===== src/rtl/nand_cpu_pkg.sv =====
// Shared types for the load/store back end of the nand_cpu core.
//   mem_op_t    : one ordered memory operation handed over by the memory buffer
//   mau_state_t : sequencing states of the memory access unit
package nand_cpu_pkg;

  localparam int MEM_ADDR_W = 16;
  localparam int MEM_DATA_W = 16;
  localparam int MEM_TAG_W  = 6;
  localparam int MEM_ROB_W  = 5;

  typedef struct packed {
    logic                  is_store;
    logic [MEM_ADDR_W-1:0] addr;
    logic [MEM_DATA_W-1:0] wdata;
    logic [MEM_TAG_W-1:0]  tag;
    logic [MEM_ROB_W-1:0]  rob;
  } mem_op_t;

  typedef enum logic [1:0] {
    IDLE = 2'd0,
    REQ  = 2'd1,
    WAIT = 2'd2,
    WB   = 2'd3
  } mau_state_t;

endpackage


===== src/rtl/mem_access_unit.sv =====
// mem_access_unit
//   Takes one ordered load/store from the memory buffer at a time, runs it over the
//   single-port data-memory req/gnt/rvalid interface and returns the completion to
//   the ROB (loads also return their data on the writeback bus). Only one op is ever
//   in flight, so in_ready doubles as the memory buffer's pop enable.
// Ports
//   clk, n_rst          clock (rising edge), asynchronous active-high reset
//   flush               squash: the in-flight op must not write back
//   in_valid/in_ready   op handshake from the memory buffer, in_op carries the op
//   dm_req/we/addr/wdata  data-memory request, held stable until dm_gnt
//   dm_gnt              memory accepted the request this cycle
//   dm_rvalid/dm_rdata  memory response (load data or store ack)
//   wb_valid/wb_ready   completion handshake towards writeback/ROB
//   wb_is_load/tag/data/rob  completion fields (tag/data are 0 for stores)
module mem_access_unit
  import nand_cpu_pkg::*;
#(
  parameter int ADDR_W = MEM_ADDR_W,
  parameter int DATA_W = MEM_DATA_W,
  parameter int TAG_W  = MEM_TAG_W,
  parameter int ROB_W  = MEM_ROB_W
) (
  input  logic              clk,
  input  logic              n_rst,
  input  logic              flush,
  input  logic              in_valid,
  output logic              in_ready,
  input  mem_op_t           in_op,
  output logic              dm_req,
  output logic              dm_we,
  output logic [ADDR_W-1:0] dm_addr,
  output logic [DATA_W-1:0] dm_wdata,
  input  logic              dm_gnt,
  input  logic              dm_rvalid,
  input  logic [DATA_W-1:0] dm_rdata,
  output logic              wb_valid,
  input  logic              wb_ready,
  output logic              wb_is_load,
  output logic [TAG_W-1:0]  wb_tag,
  output logic [DATA_W-1:0] wb_data,
  output logic [ROB_W-1:0]  wb_rob
);

  mau_state_t        r_state;
  mau_state_t        w_state_next;
  mem_op_t           r_op;
  logic              r_killed;
  logic              w_killed_next;
  logic              w_accept;
  logic              w_capture;
  logic              w_req;
  logic              r_wb_is_load;
  logic [TAG_W-1:0]  r_wb_tag;
  logic [DATA_W-1:0] r_wb_data;
  logic [ROB_W-1:0]  r_wb_rob;
  // Set by reset until the first grant: a response that was outstanding when reset
  // hit may still arrive and must be silently dropped rather than flagged.
  logic              r_rst_drain;

  always_comb begin
    w_state_next  = r_state;
    w_killed_next = r_killed;
    w_accept      = 1'b0;
    w_capture     = 1'b0;
    unique case (r_state)
      IDLE: begin
        if (in_valid) begin
          w_accept      = 1'b1;
          w_killed_next = flush;
          w_state_next  = REQ;
        end
      end
      REQ: begin
        if (dm_gnt) begin
          // Once granted the access is committed: a flush only suppresses writeback.
          if (dm_rvalid) begin
            if (r_killed || flush) begin
              w_state_next = IDLE;
            end else begin
              w_capture    = 1'b1;
              w_state_next = WB;
            end
          end else begin
            w_killed_next = r_killed | flush;
            w_state_next  = WAIT;
          end
        end else if (flush) begin
          // Not granted yet: abandon the request, memory never sees it.
          w_state_next = IDLE;
        end
      end
      WAIT: begin
        w_killed_next = r_killed | flush;
        if (dm_rvalid) begin
          if (r_killed || flush) begin
            w_state_next = IDLE;
          end else begin
            w_capture    = 1'b1;
            w_state_next = WB;
          end
        end
      end
      WB: begin
        if (flush || wb_ready) begin
          w_state_next = IDLE;
        end
      end
      default: w_state_next = IDLE;
    endcase
  end

  always_ff @(posedge clk or posedge n_rst) begin
    if (n_rst) begin
      r_state      <= IDLE;
      r_op         <= '0;
      r_killed     <= 1'b0;
      r_wb_is_load <= 1'b0;
      r_wb_tag     <= '0;
      r_wb_data    <= '0;
      r_wb_rob     <= '0;
      r_rst_drain  <= 1'b1;
    end else begin
      r_state  <= w_state_next;
      r_killed <= w_killed_next;
      if (w_accept) begin
        r_op <= in_op;
      end
      if (w_capture) begin
        r_wb_is_load <= ~r_op.is_store;
        r_wb_tag     <= r_op.is_store ? '0 : r_op.tag;
        r_wb_data    <= r_op.is_store ? '0 : dm_rdata;
        r_wb_rob     <= r_op.rob;
      end
      if (w_req && dm_gnt) begin
        r_rst_drain <= 1'b0;
      end
    end
  end

  assign w_req      = (r_state == REQ);
  assign in_ready   = (r_state == IDLE);
  assign dm_req     = w_req;
  assign dm_we      = w_req & r_op.is_store;
  assign dm_addr    = w_req ? r_op.addr : '0;
  assign dm_wdata   = (w_req && r_op.is_store) ? r_op.wdata : '0;
  assign wb_valid   = (r_state == WB);
  assign wb_is_load = r_wb_is_load;
  assign wb_tag     = r_wb_tag;
  assign wb_data    = r_wb_data;
  assign wb_rob     = r_wb_rob;

`ifndef SYNTHESIS
  // A response with nothing granted outstanding is a memory-side protocol error.
  logic w_stray_rvalid;
  assign w_stray_rvalid = dm_rvalid && !r_rst_drain &&
                          ((r_state == IDLE) || ((r_state == REQ) && !dm_gnt));
  a_no_stray_rvalid : assert property (@(posedge clk) disable iff (n_rst) !w_stray_rvalid);
`endif

endmodule


===== config.mk =====
export PLATFORM = sky130hd
export DESIGN_NAME = mem_access_unit
export DESIGN_NICKNAME = d
export VERILOG_FILES = /design/src/rtl/nand_cpu_pkg.sv /design/src/rtl/mem_access_unit.sv
export SDC_FILE = /design/constraint.sdc
export NUM_CORES = 1
export LEC_CHECK = 0
export CORE_MARGIN = 5
export CORE_UTILIZATION = 44
export DETAILED_ROUTE_END_ITERATION = 6
export GPL_TIMING_DRIVEN = 1
export PLACE_DENSITY_LB_ADDON = 0.08
export SLEW_MARGIN = 20
export SYNTH_ARGS = -nofsm -noshare
export SYNTH_HDL_FRONTEND = slang
export SYNTH_SLANG_ARGS = --single-unit

===== constraint.sdc =====
create_clock -name clk -period 3.8 [get_ports clk]
set_clock_uncertainty 0.15 [all_clocks]
set_input_delay 0.57 -clock clk [delete_from_list [all_inputs] [get_ports clk]]
set_output_delay 0.57 -clock clk [all_outputs]
set_load 0.005 [all_outputs]

; ---- Yosys cells after proc, flatten, opt, wreduce, memory -nomap -nowiden
; Index checks and enable logic that the tools add are counted.
; Widths: inputs -> output; s select.
[word_totals]
ff_bits = 75
in_bits = 67
out_inout_bits = 64
wordCells = 52
[classes]
eq_ne = 9
mux = 22
bitwise = 3
n_reduce_logical = 7
[ops]
columns = op, n
row1 = $mux 16, 3
row2 = $mux 2, 7
row3 = $mux 1, 8
row4 = $ne 2x2->1 const B, 4
row5 = $pmux 2 s4, 1
row6 = $reduce_and 4->1, 2
row7 = $mux 6, 1
row8 = $eq 2x2->1 const B, 2
row9 = $ne 3x3->1 const B, 1
row10 = $pmux 1 s3, 1
row11 = $reduce_bool 3->1, 1
row12 = $eq 2x1->1 const B, 1
row13 = $logic_not 2->1, 1
row14 = $logic_or 1x1->1, 2
row15 = $ne 2x1->1 const B, 1
row16 = $pmux 1 s2, 1
row17 = $and 1x1->1, 1
row18 = $logic_and 1x1->1, 1
row19 = $not 1->1, 1
row20 = $or 1x1->1, 1

; ---- Longest topological paths before layout
; Gate-level depths: netlist of the first run.
[logic_depth]
word_depth = 5
ltp_mapped = 7
ltp_nobuf = 6

; ---- Worst setup path before layout of the first run
; Ideal clock, no wire load.
[synth_timing]
kind = flip-flop to output port
startpoint = reg r_state[1]
endpoint = out dm_wdata[12]
arrival_time_ns = 1.288
required_time_ns = 3.080
setup_slack_ns = 1.792
stages_incl_launch_ff = 6
path_cell_list = dfrtp_1 > inv_1 > ha_1 > buf_2 > clkbuf_1 > and3_1
[synth_via]
elab_chain_len = 3
[synth_rtl]
columns = item, line
row1 = "start, declared", mem_access_unit.sv:44  ; mau_state_t r_state;
row2 = "start signal, assigned", mem_access_unit.sv:123  ; r_state <= w_state_next;
row3 = $eq 2x1->1, mem_access_unit.sv:140  ; assign w_req = (r_state == REQ);
row4 = named net dm_req, mem_access_unit.sv:29  ; output logic dm_req,
row5 = $logic_and 1x1->1, mem_access_unit.sv:145  ; assign dm_wdata = (w_req && r_op.is_store) ? r_op.wdata : '0;
row6 = $mux 16, mem_access_unit.sv:145
row7 = "end, declared", mem_access_unit.sv:32  ; output logic [DATA_W-1:0] dm_wdata,
; The timed path passes the listed nets, and every way through them passes these cells.

; ---- Final worst setup path of the first run
[layout_timing]
startpoint = reg r_state[1]
endpoint = out dm_wdata[7]
[layout_via]
elab_chain_len = 3
[layout_rtl]
columns = item, line
row1 = $eq 2x1->1, mem_access_unit.sv:140
row2 = $logic_and 1x1->1, mem_access_unit.sv:145
row3 = $mux 16, mem_access_unit.sv:145
; No other way between the ends.

==> metrics.log, run 1 <==
[metrics] result of the run: finished, final reports clean
[metrics] clock tree buffer depth: 2
[metrics] I/O Pins: 131
[metrics] root buffer cell: clkbuf_8
[metrics] Final Hold Vio Count: 0
[metrics] fin crit share: 76.2%
[metrics] number of DRC markers after the initial detailed-route iteration: 37
[metrics] Reg clk slew, reported paths: 0.06 ns
[metrics] remaining number of nets flagged by the antenna check after routing: 0
[metrics] # H-tree levels: 3
[metrics] gp weighted congestion: 0.760
[metrics] final setup slack of the worst path: 0.905 ns
[metrics] worst slew margin relative to its limit: 51.9%
[metrics] Top FF cell, synth: dfrtp_1
[metrics] Antenna diodes: 0
[metrics] cell-by-cell listing of the critical path: inv_1, ha_1, buf_4, and3_1, clkdlybuf4s50_1
[metrics] standard-cell rows: 32
[metrics] Post-synth ARST share: 100%
[metrics] CTS tree: done
[metrics] area of the core: 0.00769 mm^2
[metrics] P_leak: 2.24 nW
[metrics] # nets final: 455
[metrics] chip height: 98.6 um
[metrics] number of max-slew violations in the final report: 0
[metrics] cts repair resizes: 0
[metrics] r2r startpoint: r_state[1]$_DFFE_PP0P_
[metrics] Max VDD drop: 0.000392 V
[metrics] minimum clock period after layout: 2.90 ns
[metrics] pin count of the biggest net entering global routing: 60
[metrics] sequential-to-total area share from yosys stat: 54.4%
[metrics] number of buffers added by the clock tree synthesis step: 9
[metrics] Post-Route Utilization: 66.1%
[metrics] Total Die Area: 0.00971 mm^2
[metrics] worst skew pair latency: 0.33 ns
[metrics] Worst Min Path Start: wb_tag[5]$_DFFE_PP0P_
[metrics] cell taking the most area after synthesis: dfrtp_1
[metrics] Final TNS setup: 0 ns
[metrics] arrival time reported for the critical path endpoint: 2.18 ns
[metrics] dominant cell by count in the synthesized netlist: dfrtp_1
[metrics] path type of the worst setup path: flop to primary output
[metrics] HPWL after DPL: 5.62 mm
[metrics] Pwr per Cell Area: 726 mW/mm^2
[metrics] top-area cell type share of the netlist area: 54.4%
[metrics] total power draw: 0.00369 W
[metrics] Worst Setup Slack post-DPL: 1.26 ns
[metrics] Commonest cells post-synth: dfrtp_1, mux2_2, nor2b_1
[metrics] quantity of hold-fixing buffers added after cts: 0
[metrics] warnings from Yosys: 0
[metrics] slowest cell delay on critical path: 0.51 ns
[metrics] number of nets in the synthesized netlist: 323
[metrics] final routed wire length divided by cell count: 16.1 um
[metrics] Synth Area per Inst: 13.8 um^2
[metrics] global-route wire length before repair: 13.2 mm
[metrics] Initial Util: 44.9%
[metrics] netlist area before placement: 0.00345 mm^2
[metrics] signed area change from the synthesized netlist to the final layout: 47.2%
[metrics] count of vias placed by the detailed router: 2361
[metrics] number of enable-type register cells in the synthesized netlist: 0
[metrics] leading post-synthesis cells by cell area: dfrtp_1, mux2_2, mux2_4, nor2b_1, and2_1
[metrics] count of input and output buffers: 130
[metrics] Worst setup startpoint: r_state[1]$_DFFE_PP0P_
[metrics] iteration count of the initial detailed-routing pass: 6
[metrics] All-Layer GR Usage: 16.8%
[metrics] vias in the first global route: 2590
[metrics] worst path required time: 3.08 ns
[metrics] RSZ-0062 raised after global routing: false
[metrics] max-capacitance violation count: 0
[metrics] critical path launch point type: flop
[metrics] number of cells after detailed placement: 473
[metrics] number of distinct library cells after synthesis: 27
[metrics] Die Wd: 98.6 um
[metrics] critical path peak fanout: 37
[metrics] Hold WC Path Type: flop to flop
[metrics] highest clock frequency the design can meet: 345 MHz
[metrics] post-CTS setup buffer count: 0
[metrics] transition time at the pin with the least slew margin: 0.721 ns
[metrics] sum of overflow across all layers after global routing: 0
[metrics] kind of capture point of the worst setup path: primary output
[metrics] DRT Wirelength: 7.89 mm
[metrics] number of antenna violations at the first check in global routing: 0
[metrics] average via count per standard cell: 4.83
[metrics] Residual DRC: 0
[metrics] count of non-filler cells in the finished layout: 489
[metrics] count of endpoints failing setup in the final report: 0
[metrics] number of sinks on the clock net: 75
[metrics] Cells after Synth: 250
[metrics] share of layout cells above drive strength 1: 24.8%
[metrics] critical path's slowest cell: clkdlybuf4s50_1
[metrics] total of flip-flops plus latches after synthesis: 75
-- state kept, by name (all words and copies together) (netlist names) --
signal / flops
wb_data: 16
r_op: 44
r_killed: 1
wb_rob: 5
r_state: 2
wb_is_load: 1
wb_tag: 6
-- where the power goes --
part / internal [W] / leakage, nW / switching (W)
sequential: 0.00115 / 0.924 / 0.000218
combinational: 0.00105 / 1.20 / 0.000560
clock: 0.000426 / 0.120 / 0.000284
-- critical path, delay by kind of cell (launching register included) --
kind / cells / cell delay [ns]
buf+inv: 3 / 0.98
flops: 1 / 0.42
fa+ha+maj: 1 / 0.23
simple gates: 1 / 0.22
-- kinds of logic after synthesis --
group | synth area share [%]
flip-flops | 54.4
multiplexers | 26.1
AND/OR/NAND/NOR | 12.3
buffers and inverters | 3.34
AO/OA/AOI/OAI | 1.70
adder cells (fa/ha/maj) | 2.18
-- path summary, 6_finish.rpt --
path,cells past startpoint,slack (ns),endpoint
worst max-delay path,5,0.90,dm_wdata[7]
worst min-delay path,1,0.35,wb_tag[5]$_DFFE_PP0P_
worst max register to register,6,1.31,wb_tag[2]$_DFFE_PP0P_
worst min register to register,1,0.35,wb_tag[5]$_DFFE_PP0P_
max in group asynchronous,3,2.26,r_op[40]$_DFFE_PP0P_
min in group asynchronous,2,0.56,r_op[33]$_DFFE_PP0P_
-- cell usage in the layout (no fill, tap or decap), types with 2 or more instances in the layout --
master | netlist | layout
mux2_4 | 19 | 19
clkdlybuf4s50_1 | 0 | 130
nor2b_1 | 23 | 23
nand2_1 | 3 | 2
clkbuf_8 | 0 | 12
bufinv_16 | 0 | 2
ha_1 | 6 | 6
and3_1 | 16 | 16
and2_1 | 17 | 17
mux2_2 | 49 | 49
o21ai_0 | 2 | 2
mux2_1 | 4 | 4
inv_1 | 8 | 7
mux2i_1 | 2 | 2
dfrtp_1 | 75 | 75
buf_4 | 0 | 5
-- per-layer routing --
metal,share of wire (%),vias up,global-route usage (%)
met5,0,-,0
met4,0.65,0,5.25
met3,8.7,8,7.15
met2,47,86,26.2
met1,43,1159,21.2
li1,-,1108,-
-- cell type report --
cell class,count,area (um^2)
multi-input combinational,152,1460
fill,643,2610
sequential,75,1880
clock inverter,3,68.8
timing repair buffer,135,1340
clock buffer,13,169
tap,102,128
inverter,9,36.3
-- metrics by stage --
stage	area [um^2]	hold WS, ns
after floorplan	3450	0.309
after global placement	4840	0.318
after detailed placement	4840	0.325
after CTS	5080	0.351
after global routing	5080	0.361
final	5080	0.346
(Power assumes the default switching activity.)
==> run 2: changes to the inputs <==
- CORE_UTILIZATION: 44 -> 40
- clock period: 3.8 -> 2.4 ns (I/O delays scaled with it)
==> run 2 against run 1 <==
  * Critical endpoint is now dm_we
  * Combinational power grew 68%
  * Register-to-register slack lost 0.94 ns
  * Global-route usage shrank 0.61 points
  * Critical path type unchanged
  * Final cell count grew 1.6%
  * Largest power group unchanged
  * Design area grew 1.7%
  * Hold slack lost 0.022 ns
  * Clock-buffer cell count shrank 2
  * Via count shrank 0.59%
  * Critical path depth is the same
  * Setup slack lost 0.84 ns
==> metrics.log, run 2 (synthesis results as in run 1) <==
[metrics] critical path's slowest cell: clkdlybuf4s50_1
[metrics] total power draw: 0.00570 W
[metrics] Final Hold Vio Count: 0
[metrics] most frequent standard cell in the layout excluding fill and tap cells: clkdlybuf4s50_1
[metrics] global-route wire length before repair: 13.0 mm
[metrics] # H-tree levels: 3
[metrics] number of antenna violations at the first check in global routing: 0
[metrics] Pwr per Cell Area: 1100 mW/mm^2
[metrics] P_leak: 2.51 nW
[metrics] transition time at the pin with the least slew margin: 0.479 ns
[metrics] cell family with the largest share of critical-path delay: buffers and inverters
[metrics] register with the highest flop count: r_op
[metrics] number of max-slew violations in the final report: 0
[metrics] Worst setup startpoint: r_state[1]$_DFFE_PP0P_
[metrics] final routed wire length divided by cell count: 16.3 um
[metrics] Worst Setup Slack post-DPL: 0.199 ns
[metrics] Largest register FFs: 44
[metrics] # nets final: 460
[metrics] All-Layer GR Usage: 16.1%
[metrics] worst slew margin relative to its limit: 68.1%
[metrics] signed area change from the synthesized netlist to the final layout: 49.7%
[metrics] number of DRC markers after the initial detailed-route iteration: 35
[metrics] number of buffers added by the clock tree synthesis step: 9
[metrics] RSZ-0062 raised after global routing: true
[metrics] r2r startpoint: r_state[1]$_DFFE_PP0P_
[metrics] area of the core: 0.00830 mm^2
[metrics] sequential share of power: 37.5%
[metrics] remaining number of nets flagged by the antenna check after routing: 0
[metrics] arrival time reported for the critical path endpoint: 1.82 ns
[metrics] CP bufs+invs: 3
[metrics] vias in the first global route: 2652
[metrics] cell-by-cell listing of the critical path: inv_2, ha_4, buf_12, and2_1, clkdlybuf4s50_1
[metrics] Residual DRC: 0
[metrics] fraction of power spent switching nets: 30.1%
[metrics] Hold WC Path Type: primary input to async pin
[metrics] average via count per standard cell: 4.72
[metrics] kind of capture point of the worst setup path: primary output
[metrics] path type of the worst setup path: flop to primary output
[metrics] Initial Util: 41.6%
[metrics] slowest cell delay on critical path: 0.50 ns
[metrics] chip height: 103 um
[metrics] Antenna diodes: 0
[metrics] commonest cells after routing, fill and taps aside: clkdlybuf4s50_1, dfrtp_1, mux2_2, nor2b_1, mux2_4
[metrics] CTS tree: done
[metrics] net switching power: 0.00172 W
[metrics] root buffer cell: clkbuf_8
[metrics] minimum clock period after layout: 2.33 ns
[metrics] clock network fraction of total power: 15.1%
[metrics] count of endpoints failing setup in the final report: 0
[metrics] Die Wd: 103 um
[metrics] I/O Pins: 131
[metrics] worst path required time: 1.89 ns
[metrics] combinational fraction of design power: 47.4%
[metrics] Total Die Area: 0.0106 mm^2
[metrics] quantity of hold-fixing buffers added after cts: 0
[metrics] gp weighted congestion: 0.712
[metrics] critical path launch point type: flop
[metrics] result of the run: finished, final reports clean
[metrics] highest clock frequency the design can meet: 429 MHz
[metrics] count of input and output buffers: 130
[metrics] worst skew pair latency: 0.34 ns
[metrics] critical path peak fanout: 24
[metrics] iteration count of the initial detailed-routing pass: 2
[metrics] HPWL after DPL: 5.61 mm
[metrics] count of vias placed by the detailed router: 2347
[metrics] max-capacitance violation count: 0
[metrics] final setup slack of the worst path: 0.0695 ns
[metrics] DRT Wirelength: 8.11 mm
[metrics] pin count of the biggest net entering global routing: 76
[metrics] fin crit share: 97.1%
[metrics] P_int: 0.00399 W
[metrics] sum of overflow across all layers after global routing: 0
[metrics] Max VDD drop: 0.000608 V
[metrics] number of sinks on the clock net: 75
[metrics] Reg clk slew, reported paths: 0.07 ns
[metrics] clock tree buffer depth: 2
[metrics] standard-cell rows: 33
[metrics] share of layout cells above drive strength 1: 26.8%
## run 2: changes by cell type in the layout (fill, tap and decap cells not counted), sizes merged
cell / previous run / this run
dlygate4sd2: 0 / 3
bufinv: 2 / 0
dlymetal6s2s: 0 / 15
clkinv: 1 / 4
clkinvlp: 0 / 2
inv: 9 / 8
clkbuf: 13 / 11
buf: 5 / 10
clkdlybuf4s50: 130 / 112
## run 2: through the flow
stage               hold slack (ns)  instance area, um^2  instances  utilization, %  setup TNS [ns]
floorplan                     0.309                 3450        250               -               0
global placement              0.314                 4900        478            59.0               0
detailed placement            0.335                 4900        478            59.0               0
CTS                           0.325                 5110        495            61.6               0
global route                  0.353                 5170        497            62.3         -0.0852
finish                        0.324                 5170        497            62.3               0
## run 2: worst paths after layout
path                                          endpoint  slack (ns)  cells after the start
worst max-delay path                             dm_we        0.07                      5
worst min-delay path              r_op[28]$_DFFE_PP0P_        0.32                      3
worst max register to register   wb_tag[2]$_DFFE_PP0P_        0.37                      7
worst min register to register   wb_rob[4]$_DFFE_PP0P_        0.34                      1
max in group asynchronous       r_state[0]$_DFFE_PP0P_        1.45                      3
min in group clk                 wb_rob[4]$_DFFE_PP0P_        0.34                      1
## run 2: area by class of cell
type / count / area [um^2]
multi-input cells: 152 / 1470
inverters: 9 / 37.5
well taps: 105 / 131
clock buffers: 11 / 151
repair buffers: 140 / 1470
clock inverters: 5 / 27.5
fillers: 663 / 3130
flip-flops and latches: 75 / 1880
## run 2: worst min-delay path: cells and delay by family
| family | cells | cell delay, ns |
|---|---|---|
| buf+inv | 3 | 0.86 |
## run 2: timing repair
action	CTS	global route
endpoints found under the setup margin	34	30
gates resized for setup	10	17
buffers inserted	1	2
## run 2: metal layers
metal | share of wire, % | vias to the layer above | GRT usage, %
met5 | 0 | - | 0
met2 | 46 | 85 | 24.8
met1 | 42 | 1132 | 19.6
met3 | 11 | 11 | 8.12
met4 | 1.4 | 0 | 5.98
li1 | - | 1119 | -
## run 2: power groups by stage
stage	sequential, W	combinational, W	clock, W
after floorplan	0.00206	0.00141	0
after global placement	0.00213	0.00265	0
after detailed placement	0.00216	0.00267	0
after CTS	0.00214	0.00276	0.000900
after global routing	0.00222	0.00296	0.000957
final	0.00214	0.00270	0.000864
==> run 3: changes to the inputs <==
- CORE_UTILIZATION: 40 -> 35
==> run 3 against run 2 <==
  * Flip-flop and latch count unchanged
  * Total power up 6.2%
  * Largest cell class unchanged
  * Fmax about the same
  * Hold slack worse by 0.12 ns
  * Non-clock buffer count up 7
  * Final cell count up 7.0%
  * Highest routed layer unchanged
  * Design area up 4.0%
  * Largest power group unchanged
  * Sequential share of layout area down 1.4 points
==> metrics.log, run 3 (synthesis results as in run 1) <==
[metrics] result of the run: finished, final reports clean
[metrics] count of vias placed by the detailed router: 2385
[metrics] Final Hold Vio Count: 0
[metrics] total power draw: 0.00606 W
[metrics] max-capacitance violation count: 0
[metrics] Hold WC Path Type: primary input to async pin
[metrics] worst path required time: 1.89 ns
[metrics] gp weighted congestion: 0.752
[metrics] Initial Util: 35.6%
[metrics] cell family with the largest share of critical-path delay: buffers and inverters
[metrics] Total Die Area: 0.0119 mm^2
[metrics] highest clock frequency the design can meet: 429 MHz
[metrics] # nets final: 467
[metrics] total routed wire length on the met1 layer: 3.73 mm
[metrics] vias in the first global route: 2620
[metrics] All-Layer GR Usage: 14.4%
[metrics] critical path peak fanout: 9
[metrics] worst skew pair latency: 0.33 ns
[metrics] transition time at the pin with the least slew margin: 0.492 ns
[metrics] Die Wd: 109 um
[metrics] Largest register FFs: 44
[metrics] HPWL after DPL: 5.71 mm
[metrics] Worst Setup Slack post-DPL: 0.219 ns
[metrics] number of cells after detailed placement: 509
[metrics] P_leak: 2.72 nW
[metrics] register with the highest flop count: r_op
[metrics] Placement Cell Area: 0.00498 mm^2
[metrics] iteration count of the initial detailed-routing pass: 4
[metrics] final setup slack of the worst path: 0.0705 ns
[metrics] clock tree buffer depth: 2
[metrics] fin crit share: 97.1%
[metrics] worst slew margin relative to its limit: 67.2%
[metrics] chip height: 109 um
[metrics] DRT Wirelength: 8.43 mm
[metrics] routed wire length on met2: 3.87 mm
[metrics] arrival time reported for the critical path endpoint: 1.82 ns
[metrics] cell area after layout: 0.00538 mm^2
[metrics] number of sinks on the clock net: 75
[metrics] Max VDD drop: 0.000514 V
[metrics] number of DRC markers after the initial detailed-route iteration: 88
[metrics] signed area change from the synthesized netlist to the final layout: 55.8%
[metrics] Fillers: 843
[metrics] critical path's slowest cell: clkdlybuf4s50_1
[metrics] count of endpoints failing setup in the final report: 0
[metrics] global-route wire length before repair: 13.3 mm
[metrics] CTS tree: done
[metrics] Antenna diodes: 0
[metrics] Residual DRC: 0
[metrics] pin count of the biggest net entering global routing: 45
[metrics] number of antenna violations at the first check in global routing: 0
[metrics] register area: 0.00188 mm^2
[metrics] number of max-slew violations in the final report: 0
[metrics] minimum clock period after layout: 2.33 ns
[metrics] number of buffers added by the clock tree synthesis step: 9
[metrics] sum of overflow across all layers after global routing: 0
[metrics] commonest cells after routing, fill and taps aside: clkdlybuf4s50_1, dfrtp_1, mux2_2, dlymetal6s2s_1, nor2b_1
[metrics] area of the core: 0.00968 mm^2
[metrics] # H-tree levels: 3
[metrics] final routed wire length divided by cell count: 15.8 um
[metrics] met3 layer wire length in the routed design: 752 um
[metrics] Reg clk slew, reported paths: 0.08 ns
[metrics] cell-by-cell listing of the critical path: inv_2, ha_4, buf_12, and2_1, clkdlybuf4s50_1
[metrics] critical path launch point type: flop
[metrics] I/O Pins: 131
[metrics] slowest cell delay on critical path: 0.53 ns
[metrics] standard-cell rows: 36
[metrics] CP bufs+invs: 3
[metrics] most frequent standard cell in the layout excluding fill and tap cells: clkdlybuf4s50_1
[metrics] kind of capture point of the worst setup path: primary output
[metrics] average via count per standard cell: 4.48
[metrics] count of input and output buffers: 130
[metrics] multi-input logic area: 0.00147 mm^2
[metrics] path type of the worst setup path: flop to primary output
[metrics] root buffer cell: clkbuf_8
[metrics] count of non-filler cells in the finished layout: 532
[metrics] Pwr per Cell Area: 1130 mW/mm^2
[metrics] share of layout cells above drive strength 1: 27.8%
[metrics] uppermost signal routing layer after detailed routing: met4
[metrics] remaining number of nets flagged by the antenna check after routing: 0
[run 3: final timing paths]
| kind | startpoint | depth (start not counted) | slack [ns] | to |
|---|---|---|---|---|
| setup / recovery | r_state[1]$_DFFE_PP0P_ | 5 | 0.07 | dm_addr[3] |
| hold / removal | n_rst | 2 | 0.21 | r_op[25]$_DFFE_PP0P_ |
| setup reg to reg | r_state[1]$_DFFE_PP0P_ | 7 | 0.44 | wb_data[15]$_DFFE_PP0P_ |
| hold reg to reg | r_op[4]$_DFFE_PP0P_ | 1 | 0.33 | wb_rob[4]$_DFFE_PP0P_ |
| max in group asynchronous | n_rst | 3 | 1.35 | r_state[0]$_DFFE_PP0P_ |
| min in group clk | r_op[4]$_DFFE_PP0P_ | 1 | 0.33 | wb_rob[4]$_DFFE_PP0P_ |
[run 3: repair_timing]
item / in CTS / in global routing
pin swaps: 0 / 0
endpoints found under the setup margin: 33 / 24
cloned: 1 / 1
buffers inserted: 2 / 3
hold buffers: 0 / 0
resized for setup: 5 / 25
[run 3: layer usage]
layer | GRT usage, % | vias to the layer above
li1 | - | 1134
met1 | 18.3 | 1162
met2 | 22.4 | 82
met3 | 6.58 | 7
met4 | 3.47 | 0
met5 | 0 | -
[run 3: area by class of cell]
type,count,share of cell area (%)
clock inverter,4,1.35
inverter,9,0.698
tap,133,3.10
sequential,75,34.9
multi-input combinational,152,27.4
timing repair buffer,147,29.6
clock buffer,12,2.89
[run 3: metrics by stage]
stage / hold WS [ns] / setup TNS, ns / utilization [%]
2_1_floorplan: 0.309 / 0 / -
3_3_place_gp: 0.317 / 0 / 51.4
3_5_place_dp: 0.325 / 0 / 51.4
4_1_cts: 0.204 / 0 / 54.4
5_1_grt: 0.212 / -0.0156 / 55.5
6_report: 0.208 / 0 / 55.5
[run 3: power by group]
part | switching, W | leakage [nW] | total [W] | internal, W
logic | 0.000996 | 1.69 | 0.00284 | 0.00184
registers | 0.000307 | 0.923 | 0.00213 | 0.00182
clock network | 0.000450 | 0.113 | 0.00109 | 0.000642
total | 0.00175 | 2.72 | 0.00606 | 0.00431
